[config.mk]
export PLATFORM = sky130hd
export DESIGN_NAME = fac_engine
export DESIGN_NICKNAME = d
export VERILOG_FILES = /design/src/rtl/fac_engine.sv
export SDC_FILE = /design/constraint.sdc
export NUM_CORES = 1
export LEC_CHECK = 0
export ABC_CLOCK_PERIOD_IN_PS = 7000
export CAP_MARGIN = 20
export CORE_MARGIN = 8
export CORE_UTILIZATION = 35
export CTS_CLUSTER_DIAMETER = 30
export DETAILED_ROUTE_END_ITERATION = 10
export GPL_TIMING_DRIVEN = 0
export MAX_ROUTING_LAYER = met4
export PLACE_DENSITY = 0.53
export SLEW_MARGIN = 20
export SYNTH_ARGS = -nofsm -noshare
export SYNTH_HDL_FRONTEND = slang
export SYNTH_SLANG_ARGS = --single-unit
[constraint.sdc]
create_clock -name clk_i -period 7 [get_ports clk_i]
set_clock_uncertainty 0.15 [all_clocks]
set_input_delay 0.7 -clock clk_i [delete_from_list [all_inputs] [get_ports clk_i]]
set_output_delay 0.7 -clock clk_i [all_outputs]
set_load 0.005 [all_outputs]
[src/rtl/fac_engine.sv]
// Iterative factorial engine: INIT/OFFS/FACT/DONE controller with operand latch,
// down-counter, one multiply per cycle and sticky overflow. Define FAC_INTR_EN for irq_o/irq_ack_i.
module fac_engine #(
  parameter int unsigned DATA_W = 64,
  parameter int unsigned N_W    = 6
) (
  input  logic              clk_i,
  input  logic              reset_i,
  input  logic              opstart_i,
  input  logic              opclear_i,
  input  logic [N_W-1:0]    operand_i,
  output logic [DATA_W-1:0] result_o,
  output logic              opdone_o,
  output logic              busy_o,
  output logic              overflow_o,
  output logic [1:0]        state_o
`ifdef FAC_INTR_EN
  ,
  output logic              irq_o,
  input  logic              irq_ack_i
`endif
);

  localparam int unsigned PW = DATA_W + N_W;

  typedef enum logic [1:0] {
    StInit = 2'b00,
    StOffs = 2'b01,
    StFact = 2'b10,
    StDone = 2'b11
  } state_e;

  state_e            state_q, state_d;
  logic [N_W-1:0]    n_q, n_d;
  logic [N_W-1:0]    cnt_q, cnt_d;
  logic [DATA_W-1:0] acc_q, acc_d;
  logic [DATA_W-1:0] result_q, result_d;
  logic              ovf_q, ovf_d;
  logic [PW-1:0]     prod;
  logic              cnt_le1;

  assign prod    = PW'(acc_q) * PW'(cnt_q);
  assign cnt_le1 = (cnt_q <= N_W'(1));

  // State register
  always_ff @(posedge clk_i or posedge reset_i) begin
    if (reset_i) begin
      state_q <= StInit;
    end else begin
      state_q <= state_d;
    end
  end

  // Next-state logic; opclear always wins. n<=1 still spends one cycle in FACT,
  // where cnt<=1 immediately yields result=acc=1.
  always_comb begin
    state_d = state_q;
    unique case (state_q)
      StInit: if (!opclear_i && opstart_i) state_d = StOffs;
      StOffs: state_d = opclear_i ? StInit : StFact;
      StFact: begin
        if (opclear_i)    state_d = StInit;
        else if (cnt_le1) state_d = StDone;
      end
      StDone: begin
        if (opclear_i)      state_d = StInit;
        else if (opstart_i) state_d = StOffs;
      end
      default: state_d = StInit;
    endcase
  end

  // Output decode from registered state only
  always_comb begin
    busy_o     = (state_q == StOffs) || (state_q == StFact);
    opdone_o   = (state_q == StDone);
    state_o    = state_q;
    result_o   = result_q;
    overflow_o = ovf_q;
  end

  // Datapath next-state
  always_comb begin
    n_d      = n_q;
    cnt_d    = cnt_q;
    acc_d    = acc_q;
    result_d = result_q;
    ovf_d    = ovf_q;
    if (opclear_i) begin
      result_d = '0;
      ovf_d    = 1'b0;
    end else begin
      unique case (state_q)
        StInit, StDone: if (opstart_i) n_d = operand_i;
        StOffs: begin
          acc_d = DATA_W'(1);
          cnt_d = n_q;
          ovf_d = 1'b0;
        end
        StFact: begin
          if (cnt_le1) begin
            result_d = acc_q;
          end else begin
            acc_d = prod[DATA_W-1:0];
            ovf_d = ovf_q | (|prod[PW-1:DATA_W]);
            cnt_d = cnt_q - N_W'(1);
          end
        end
        default: ;
      endcase
    end
  end

  always_ff @(posedge clk_i or posedge reset_i) begin
    if (reset_i) begin
      n_q      <= '0;
      cnt_q    <= '0;
      acc_q    <= '0;
      result_q <= '0;
      ovf_q    <= 1'b0;
    end else begin
      n_q      <= n_d;
      cnt_q    <= cnt_d;
      acc_q    <= acc_d;
      result_q <= result_d;
      ovf_q    <= ovf_d;
    end
  end

`ifdef FAC_INTR_EN
  logic irq_q, irq_d;

  // Set on DONE entry beats ack/clear on the same edge
  always_comb begin
    irq_d = irq_q;
    if ((state_q != StDone) && (state_d == StDone)) irq_d = 1'b1;
    else if (irq_ack_i || opclear_i)                 irq_d = 1'b0;
  end

  always_ff @(posedge clk_i or posedge reset_i) begin
    if (reset_i) begin
      irq_q <= 1'b0;
    end else begin
      irq_q <= irq_d;
    end
  end

  assign irq_o = irq_q;
`endif

endmodule

Word level (Yosys, flattened, before mapping)
Cells that the tools add are included.
{"block": "totals", "register_bits": 143, "inputBits": 10}
{"block": "classes", "addsub": 1, "n_mul": 1, "magnitude_cmp": 1, "eq_ne": 8, "mux": 17, "bitwise_logic": 2, "reduce_logical": 15}
{"operator": "2-to-1 mux 64 bit", "count": 4}
{"operator": "case mux 64 bit (2 select lines)", "count": 1}
{"operator": "multiplier 64 x 6 -> 70 bit", "count": 1}
{"operator": "2-to-1 mux 2 bit", "count": 6}
{"operator": "case mux 6 bit (2 select lines)", "count": 1}
{"operator": "inequality test 3 bit (second input constant)", "count": 3}
{"operator": "AND reduction 3 bit", "count": 3}
{"operator": "case mux 2 bit (4 select lines)", "count": 1}
{"operator": "<= comparator 6 x 1 -> 1 bit (second input constant)", "count": 1}
{"operator": "2-to-1 mux 6 bit", "count": 1}
{"operator": "nonzero test 2 bit", "count": 3}
{"operator": "OR reduction 6 bit", "count": 1}
{"operator": "subtractor 6 x 1 -> 6 bit (second input constant)", "count": 1}
{"operator": "== test 2 bit (second input constant)", "count": 2}
{"operator": "inequality test 2 bit (second input constant)", "count": 2}
{"operator": "AND reduction 2 bit", "count": 2}
{"operator": "nonzero test 3 bit", "count": 1}
{"operator": "== test 2 x 1 -> 1 bit (second input constant)", "count": 1}
{"operator": "zero test 2 bit", "count": 1}
{"operator": "2-to-1 mux 1 bit", "count": 2}
{"operator": "case mux 1 bit (2 select lines)", "count": 1}
{"operator": "OR reduction 2 bit", "count": 1}
{"operator": "logical AND 1 bit", "count": 1}
{"operator": "zero test 1 bit", "count": 1}
{"operator": "other kinds (3)", "count": 3}

Depth between registers and ports, before layout
Gate-level depths: netlist of run 1.
{"block": "depth", "depth_word": 6, "depth_mapped": 20, "ltp_nobuf": 18}

Least setup slack after synthesis of run 1
Ideal clock, no wire load.
{"block": "synth_timing", "kind": "register to register", "startpoint": "register cnt_q[1]", "endpoint": "register ovf_q (netlist: overflow_o)", "setup_ns": 0.129, "arrival_ns": 5.223, "required_time_ns": 6.721, "path_slack_ns": 1.498, "stages_incl_launch_ff": 21, "n_path_buf": 3, "period_less_slack_ns": 5.502, "cell_sequence": "dfrtp_1 -> buf_1 -> clkbuf_1 -> and2_1 -> fa_1 -> fa_1 -> inv_1 -> fa_1 -> inv_1 -> ha_1 -> clkbuf_1 -> nand4_1 -> nor3_1 -> nand4_1 -> nand3b_2 -> a31oi_4 -> o21ai_2 -> a31oi_4 -> xnor2_1 -> or4_1 -> o41a_1"}
{"block": "synth_via", "elab_chain_len": 6, "elab_cells_between_ends": 9}
{"item": "start: declaration", "line_no": "35", "rtl": "logic [N_W-1:0] cnt_q, cnt_d;"}
{"item": "start signal: assignment", "line_no": "123", "rtl": "cnt_q <= cnt_d;"}
{"item": "multiplier 64 x 6 -> 70 bit", "line_no": "42", "rtl": "assign prod = PW'(acc_q) * PW'(cnt_q);"}
{"item": "OR reduction 6 bit", "line_no": "105", "rtl": "ovf_d = ovf_q | (|prod[PW-1:DATA_W]);"}
{"item": "bitwise OR 1 bit", "line_no": "105"}
{"item": "2-to-1 mux 1 bit", "line_no": "101", "rtl": "if (cnt_le1) begin"}
{"item": "case mux 1 bit (2 select lines)", "line_no": "93", "rtl": "unique case (state_q)"}
{"item": "2-to-1 mux 1 bit", "line_no": "89", "rtl": "if (opclear_i) begin"}
{"item": "end signal: assignment", "line_no": "126", "rtl": "ovf_q <= ovf_d;"}
{"item": "end: declaration", "line_no": "38", "rtl": "logic ovf_q, ovf_d;"}
Parallel ways exist; a longest one is shown, timed or not. The select of a mux whose other input is x is not followed.
A chain may end at the register's enable or synchronous reset.

Final worst setup path of run 1
{"block": "layout_timing", "startpoint": "register cnt_q[5]", "endpoint": "register ovf_q (netlist: overflow_o)"}
Same word-level chain as after synthesis.

==> impl_metrics.json, run 1 <==
{
  "status": "finished, final reports clean",
  "setup_violations": 0,
  "synth_xor_area_share_pct": 2.980,
  "min_period_ns": 6.621,
  "cp-end-kind": "flop",
  "overflow": 0,
  "die_area_mm2": 0.05963,
  "dr_total_vias": 14230,
  "ant_nets": 0,
  "die_h_um": 244.2,
  "hold_viol": 0,
  "required_ns": 7.21,
  "m1WireLength_mm": 25.48,
  "drt_wl_total_mm": 55.20,
  "synth-compound-area-share_pct": 16.14,
  "insertion_delay_ns": 0.47,
  "synthSimpleGateAreaFrac_pct": 18.63,
  "hold_path.class": "reg -> reg",
  "reg2reg_from": "cnt_q[5]$_DFFE_PP0P_",
  "syn_area_per_cell_um2": 9.214,
  "post-place-ws_ns": -0.09860,
  "area_growth_pct": 12.60,
  "synthAdderAreaFrac_pct": 33.12,
  "yosys-mux-area-fraction_pct": 0.4874,
  "dr.max_layer_used": "met4",
  "synthArstFlopShare_pct": 100.0,
  "die_x_um": 244.2,
  "ys.warnings.count": 0,
  "grt_max_degree": 77,
  "cp-startpoint": "cnt_q[5]$_DFFE_PP0P_",
  "htreeDepth": 4,
  "gp_congestion": 0.9028,
  "synth_top_area_share_pct": 27.35,
  "placement.io_buffers": 78,
  "irDropWorstVdd_mv": 0.1887,
  "drtPass1Iterations": 5,
  "drv_slew": 0,
  "synthDistinctLibCells": 69,
  "fin_ws_ns": 0.3794,
  "cts_hold_buf": 0,
  "worstPathArrival_ns": 6.83,
  "drive_gt1_share_pct": 3.590,
  "wire_per_inst_um": 19.91,
  "rsz0062_at_grt": "false",
  "grt_pass1_vias": 15310,
  "cts_buffers": 17,
  "remaining_drc_errors": 0,
  "rows": 83,
  "synth_most_common_cell": "and2_1",
  "antenna_found_initial": 4,
  "yosysSeqAreaShare_pct": 19.63,
  "drtIter0Drc": 889,
  "synth_edf_count": 0,
  "route.met3.wl_mm": 1.813,
  "total_leakage_power_nw": 10.10,
  "grt.total_usage_pct": 19.61,
  "min_from": "result_o[14]$_DFFE_PP0P_",
  "syn_area_mm2": 0.01822,
  "clk_pin_slew_ns": 0.08,
  "worst_pin_slew_ns": 1.062,
  "nets": 2419,
  "io_pins": 79,
  "clockRootBuffer": "clkbuf_16",
  "core-area_mm2": 0.05141,
  "viasPerCell": 5.135,
  "period_share_pct": 94.58,
  "start_kind": "flop",
  "criticalPathCategory": "reg -> reg",
  "path_max_fanout": 10,
  "start_util_pct": 35.45,
  "synth_ff_type": "dfrtp_1",
  "finalPower_mw": 3.734,
  "fmax_mhz": 151.0,
  "cts_tree": "built",
  "postCtsSetupBuffers": 0,
  "synth_common_cells": "377 x and2_1, 328 x inv_1, 249 x fa_1, 143 x dfrtp_1, 126 x a22o_1",
  "syn-num-nets": 2321,
  "dp_hpwl_mm": 42.57,
  "cts.sinks": 143,
  "grt_pass1_wl_mm": 88.83,
  "synth_top_family_by_area": "adder cells",
  "clockBufferDepth": 2,
  "ys_ff_latch": 143,
  "synth_area_leaders": "fa_1 27%, dfrtp_1 20%, and2_1 13%",
  "power_density_mw_per_mm2": 182.0,
  "syn_inst": 1978,
  "cap_violations": 0,
  "slew_headroom_pct": 29.23,
  "routed-wl-met2_mm": 26.49,
  "yosysTopAreaCell": "fa_1"
}
-- worst paths after layout --
kind | end | slack [ns] | cells past startpoint
max in group asynchronous | result_o[53]$_DFFE_PP0P_ | 5.33 | 3
worst max-delay path | overflow_o$_DFFE_PP0P_ | 0.38 | 20
worst min-delay path | result_o[14]$_DFFE_PP0P_ | 0.36 | 1
worst min register to register | result_o[14]$_DFFE_PP0P_ | 0.36 | 1
worst max register to register | overflow_o$_DFFE_PP0P_ | 0.38 | 20
min in group asynchronous | result_o[24]$_DFFE_PP0P_ | 0.57 | 2
-- critical path: stages (launching register included) --
cell and delay [ns]:
dfrtp_1 0.39, clkbuf_1 0.45, buf_2 0.50, and2_1 0.22, fa_1 0.44, fa_1 0.51
inv_1 0.06, fa_1 0.49, inv_1 0.04, ha_1 0.26, clkbuf_1 0.23, nand4_1 0.25
nor3_1 0.49, nand4_1 0.18, nand3b_2 0.19, a31oi_4 0.15, o21ai_2 0.41, a31oi_4 0.13
xnor2_1 0.13, or4_1 0.40, o41a_1 0.42
-- power breakdown --
| group | leakage [nW] | internal [mW] | switching, mW |
|---|---|---|---|
| clock network | 0.286 | 0.507 | 0.445 |
| registers | 1.96 | 0.891 | 0.100 |
| logic | 7.85 | 0.530 | 1.26 |
-- cells by family (layout without fill, tap and decap cells) --
group	count (synthesis)	after routing
compound gates	397	397
xor+xnor	62	62
fa+ha+maj	333	333
buf+inv	437	548
flops	143	143
mux	8	8
other cells	0	3
simple gates	598	598
-- cell usage in the layout (no fill, tap or decap), drive strengths merged, types with 15 or more instances in the layout --
cell	Yosys	layout
and2	377	377
inv	328	337
fa	249	249
dfrtp	143	143
a22o	126	126
clkbuf	100	117
a21oi	85	85
ha	84	84
nand2	78	78
clkdlybuf4s50	0	78
o21ai	52	52
nor2	51	51
xnor2	38	38
a21o	28	28
xor2	24	24
nand4	20	20
nand3	20	20
a31oi	16	16
o21bai	15	15
-- registers in the layout, summed over array words and instances (netlist names) --
register and count:
acc_q 64, overflow_o 1, n_q 6, state_o 2, cnt_q 6, result_o 64
-- timing repair --
action	4_1_cts	5_1_grt
cloned	0	0
endpoints found under the setup margin	1	7
gates resized for setup	1	36
hold endpoints to repair	0	0
-- stage by stage --
step | setup TNS [ns] | hold slack, ns | cells | util [%] | cell area [µm²]
after CTS | 0 | 0.3606 | 2769 | 39.87 | 20500
after floorplan | 0 | 0.3252 | 1978 | - | 18230
after global placement | -50.35 | 0.3419 | 2736 | 38.63 | 19860
final | 0 | 0.3561 | 2772 | 39.92 | 20520
after detailed placement | -0.09860 | 0.3425 | 2737 | 38.72 | 19900
after global routing | 0 | 0.3667 | 2769 | 39.91 | 20510
-- cell type report --
cell class / count / area [µm²]
Antenna cell: 3 / 7.507
Buffer: 109 / 431.7
Clock buffer: 17 / 425.4
Clock inverter: 15 / 167.7
Fill cell: 5194 / 30880
Inverter: 328 / 1239
Multi-Input combinational cell: 1398 / 13010
Sequential cell: 143 / 3578
Tap cell: 680 / 850.8
Timing Repair Buffer: 79 / 808.3
-- metal layers --
layer  global-route usage (%)  vias up
met4                    6.940        0
met3                    2.104       70
met2                    31.38      276
met1                    25.74     7297
li1                         -     6590
met5                        -        -
No activity file was read; power rests on OpenSTA's default activity.
==> run 2, diff against run 1 <==
--- a/config.mk
+++ b/config.mk
@@ -14,7 +14,6 @@
 export GPL_TIMING_DRIVEN = 0
 export MAX_ROUTING_LAYER = met4
 export PLACE_DENSITY = 0.53
-export SLEW_MARGIN = 20
 export SYNTH_ARGS = -nofsm -noshare
 export SYNTH_HDL_FRONTEND = slang
 export SYNTH_SLANG_ARGS = --single-unit
==> impl_metrics.json, run 2 (same netlist as run 1, synthesis figures left out) <==
{
  "drive_gt1_share_pct": 3.537,
  "reg2reg_from": "cnt_q[3]$_DFFE_PP0P_",
  "htreeDepth": 4,
  "met1_usage_pct": 25.54,
  "cts_buffers": 17,
  "final_common_cell": "and2_1",
  "irDropWorstVdd_mv": 0.1834,
  "cap_violations": 0,
  "cts.sinks": 143,
  "met2_usage_pct": 31.89,
  "status": "finished, final reports clean",
  "viasPerCell": 5.129,
  "grt_pass1_vias": 15390,
  "gp_congestion": 0.9028,
  "slew_headroom_pct": 33.99,
  "drtIter0Drc": 834,
  "start_util_pct": 35.45,
  "grt_max_degree": 114,
  "overflow": 0,
  "start_kind": "flop",
  "hold_viol": 0,
  "die_area_mm2": 0.05963,
  "cts_tree": "built",
  "drtPass1Iterations": 5,
  "most-common-layout-cells": "377 x and2_1, 327 x inv_1, 249 x fa_1",
  "dp_hpwl_mm": 42.97,
  "finalPower_mw": 3.759,
  "cts_hold_buf": 0,
  "busiest_layer": "met2",
  "dr_total_vias": 14230,
  "power_density_mw_per_mm2": 182.8,
  "fillers": 5191,
  "wire_per_inst_um": 19.91,
  "min_period_ns": 6.703,
  "setup_violations": 0,
  "area_growth_pct": 12.85,
  "worst_pin_slew_ns": 0.9902,
  "cp-end-kind": "flop",
  "clockBufferDepth": 2,
  "grt.total_usage_pct": 19.63,
  "insertion_delay_ns": 0.48,
  "utilization_pct": 40.01,
  "drv_slew": 0,
  "die_x_um": 244.2,
  "finalSetupTns_ns": 0,
  "total_leakage_power_nw": 10.11,
  "path_max_fanout": 10,
  "required_ns": 7.20,
  "grt_pass1_wl_mm": 89.02,
  "remaining_drc_errors": 0,
  "hold_path.class": "reg -> reg",
  "ant_nets": 0,
  "cp-startpoint": "cnt_q[3]$_DFFE_PP0P_",
  "die_h_um": 244.2,
  "drt_wl_total_mm": 55.24,
  "worstPathArrival_ns": 6.91,
  "rsz0062_at_grt": "false",
  "clk_pin_slew_ns": 0.07,
  "min_from": "result_o[14]$_DFFE_PP0P_",
  "use_met3_pct": 1.918,
  "core-area_mm2": 0.05141,
  "criticalPathCategory": "reg -> reg",
  "fmax_mhz": 149.2,
  "rows": 83,
  "nets": 2422,
  "placement.io_buffers": 78,
  "io_pins": 79,
  "period_share_pct": 95.76,
  "clockRootBuffer": "clkbuf_16",
  "antenna_found_initial": 4
}
run 2: cell count changes in the layout (fill, tap and decap cells not counted), sizes merged:
cell,change
clkbuf,+2
buf,+2
diode,-1
clkinvlp,+1
inv,-2
bufinv,+1
clkinv,-1
run 2: final timing paths:
path	to	slack, ns	depth (start not counted)
setup / recovery	overflow_o$_DFFE_PP0P_	0.30	20
hold / removal	result_o[14]$_DFFE_PP0P_	0.35	1
setup reg to reg	overflow_o$_DFFE_PP0P_	0.30	20
hold reg to reg	result_o[14]$_DFFE_PP0P_	0.35	1
max in group asynchronous	result_o[6]$_DFFE_PP0P_	5.39	3
min in group asynchronous	result_o[25]$_DFFE_PP0P_	0.43	2
run 2: report_power, final:
part	internal, mW	switching (mW)
clock network	0.547	0.442
logic	0.525	1.25
registers	0.891	0.0989
total	1.96	1.80
run 2: layout make-up:
cell class              count  area (µm²)  area share (%)
plain buffers             109       427.9           2.081
well taps                 680       850.8           4.137
clock buffers              18       439.2           2.135
clock inverters            14       171.4          0.8334
repair buffers             82       849.6           4.131
flip-flops and latches    143        3578           17.40
diodes                      2       5.005         0.02433
multi-input cells        1398       13010           63.24
inverters                 328        1239           6.023
run 2: critical path: stages (launching register included):
cell	delay, ns
dfrtp_1	0.42
clkbuf_1	0.60
clkbuf_2	0.50
and2_1	0.22
fa_1	0.41
fa_1	0.50
inv_1	0.06
fa_1	0.47
inv_1	0.05
ha_1	0.26
clkbuf_1	0.30
nand3_1	0.15
nor3_1	0.45
nand4_1	0.19
nand3b_2	0.18
a31oi_4	0.15
o21ai_2	0.41
a31oi_4	0.13
xnor2_1	0.14
or4_1	0.40
o41a_1	0.42
run 2: what timing repair did:
item	CTS	global route
hold endpoints to repair	0	0
buffers inserted	0	0
pin swaps	0	0
setup endpoints to repair	1	6
gates resized for setup	2	27
run 2: through the flow:
stage / setup slack [ns] / std cells / instance area (µm²) / hold WS, ns
6_report: 0.2970 / 2774 / 20570 / 0.3549
5_1_grt: 0.002863 / 2772 / 20560 / 0.3669
4_1_cts: 0.02522 / 2772 / 20550 / 0.3630
3_5_place_dp: -0.08017 / 2740 / 19940 / 0.3429
3_3_place_gp: -0.3726 / 2736 / 19860 / 0.3419
2_1_floorplan: 1.498 / 1978 / 18230 / 0.3252
run 2: metal layers:
layer | up-vias | part of all wire (%)
li1 | 6601 | -
met1 | 7288 | 46
met2 | 282 | 48
met3 | 58 | 3.4
met4 | 0 | 2.7
met5 | - | 0
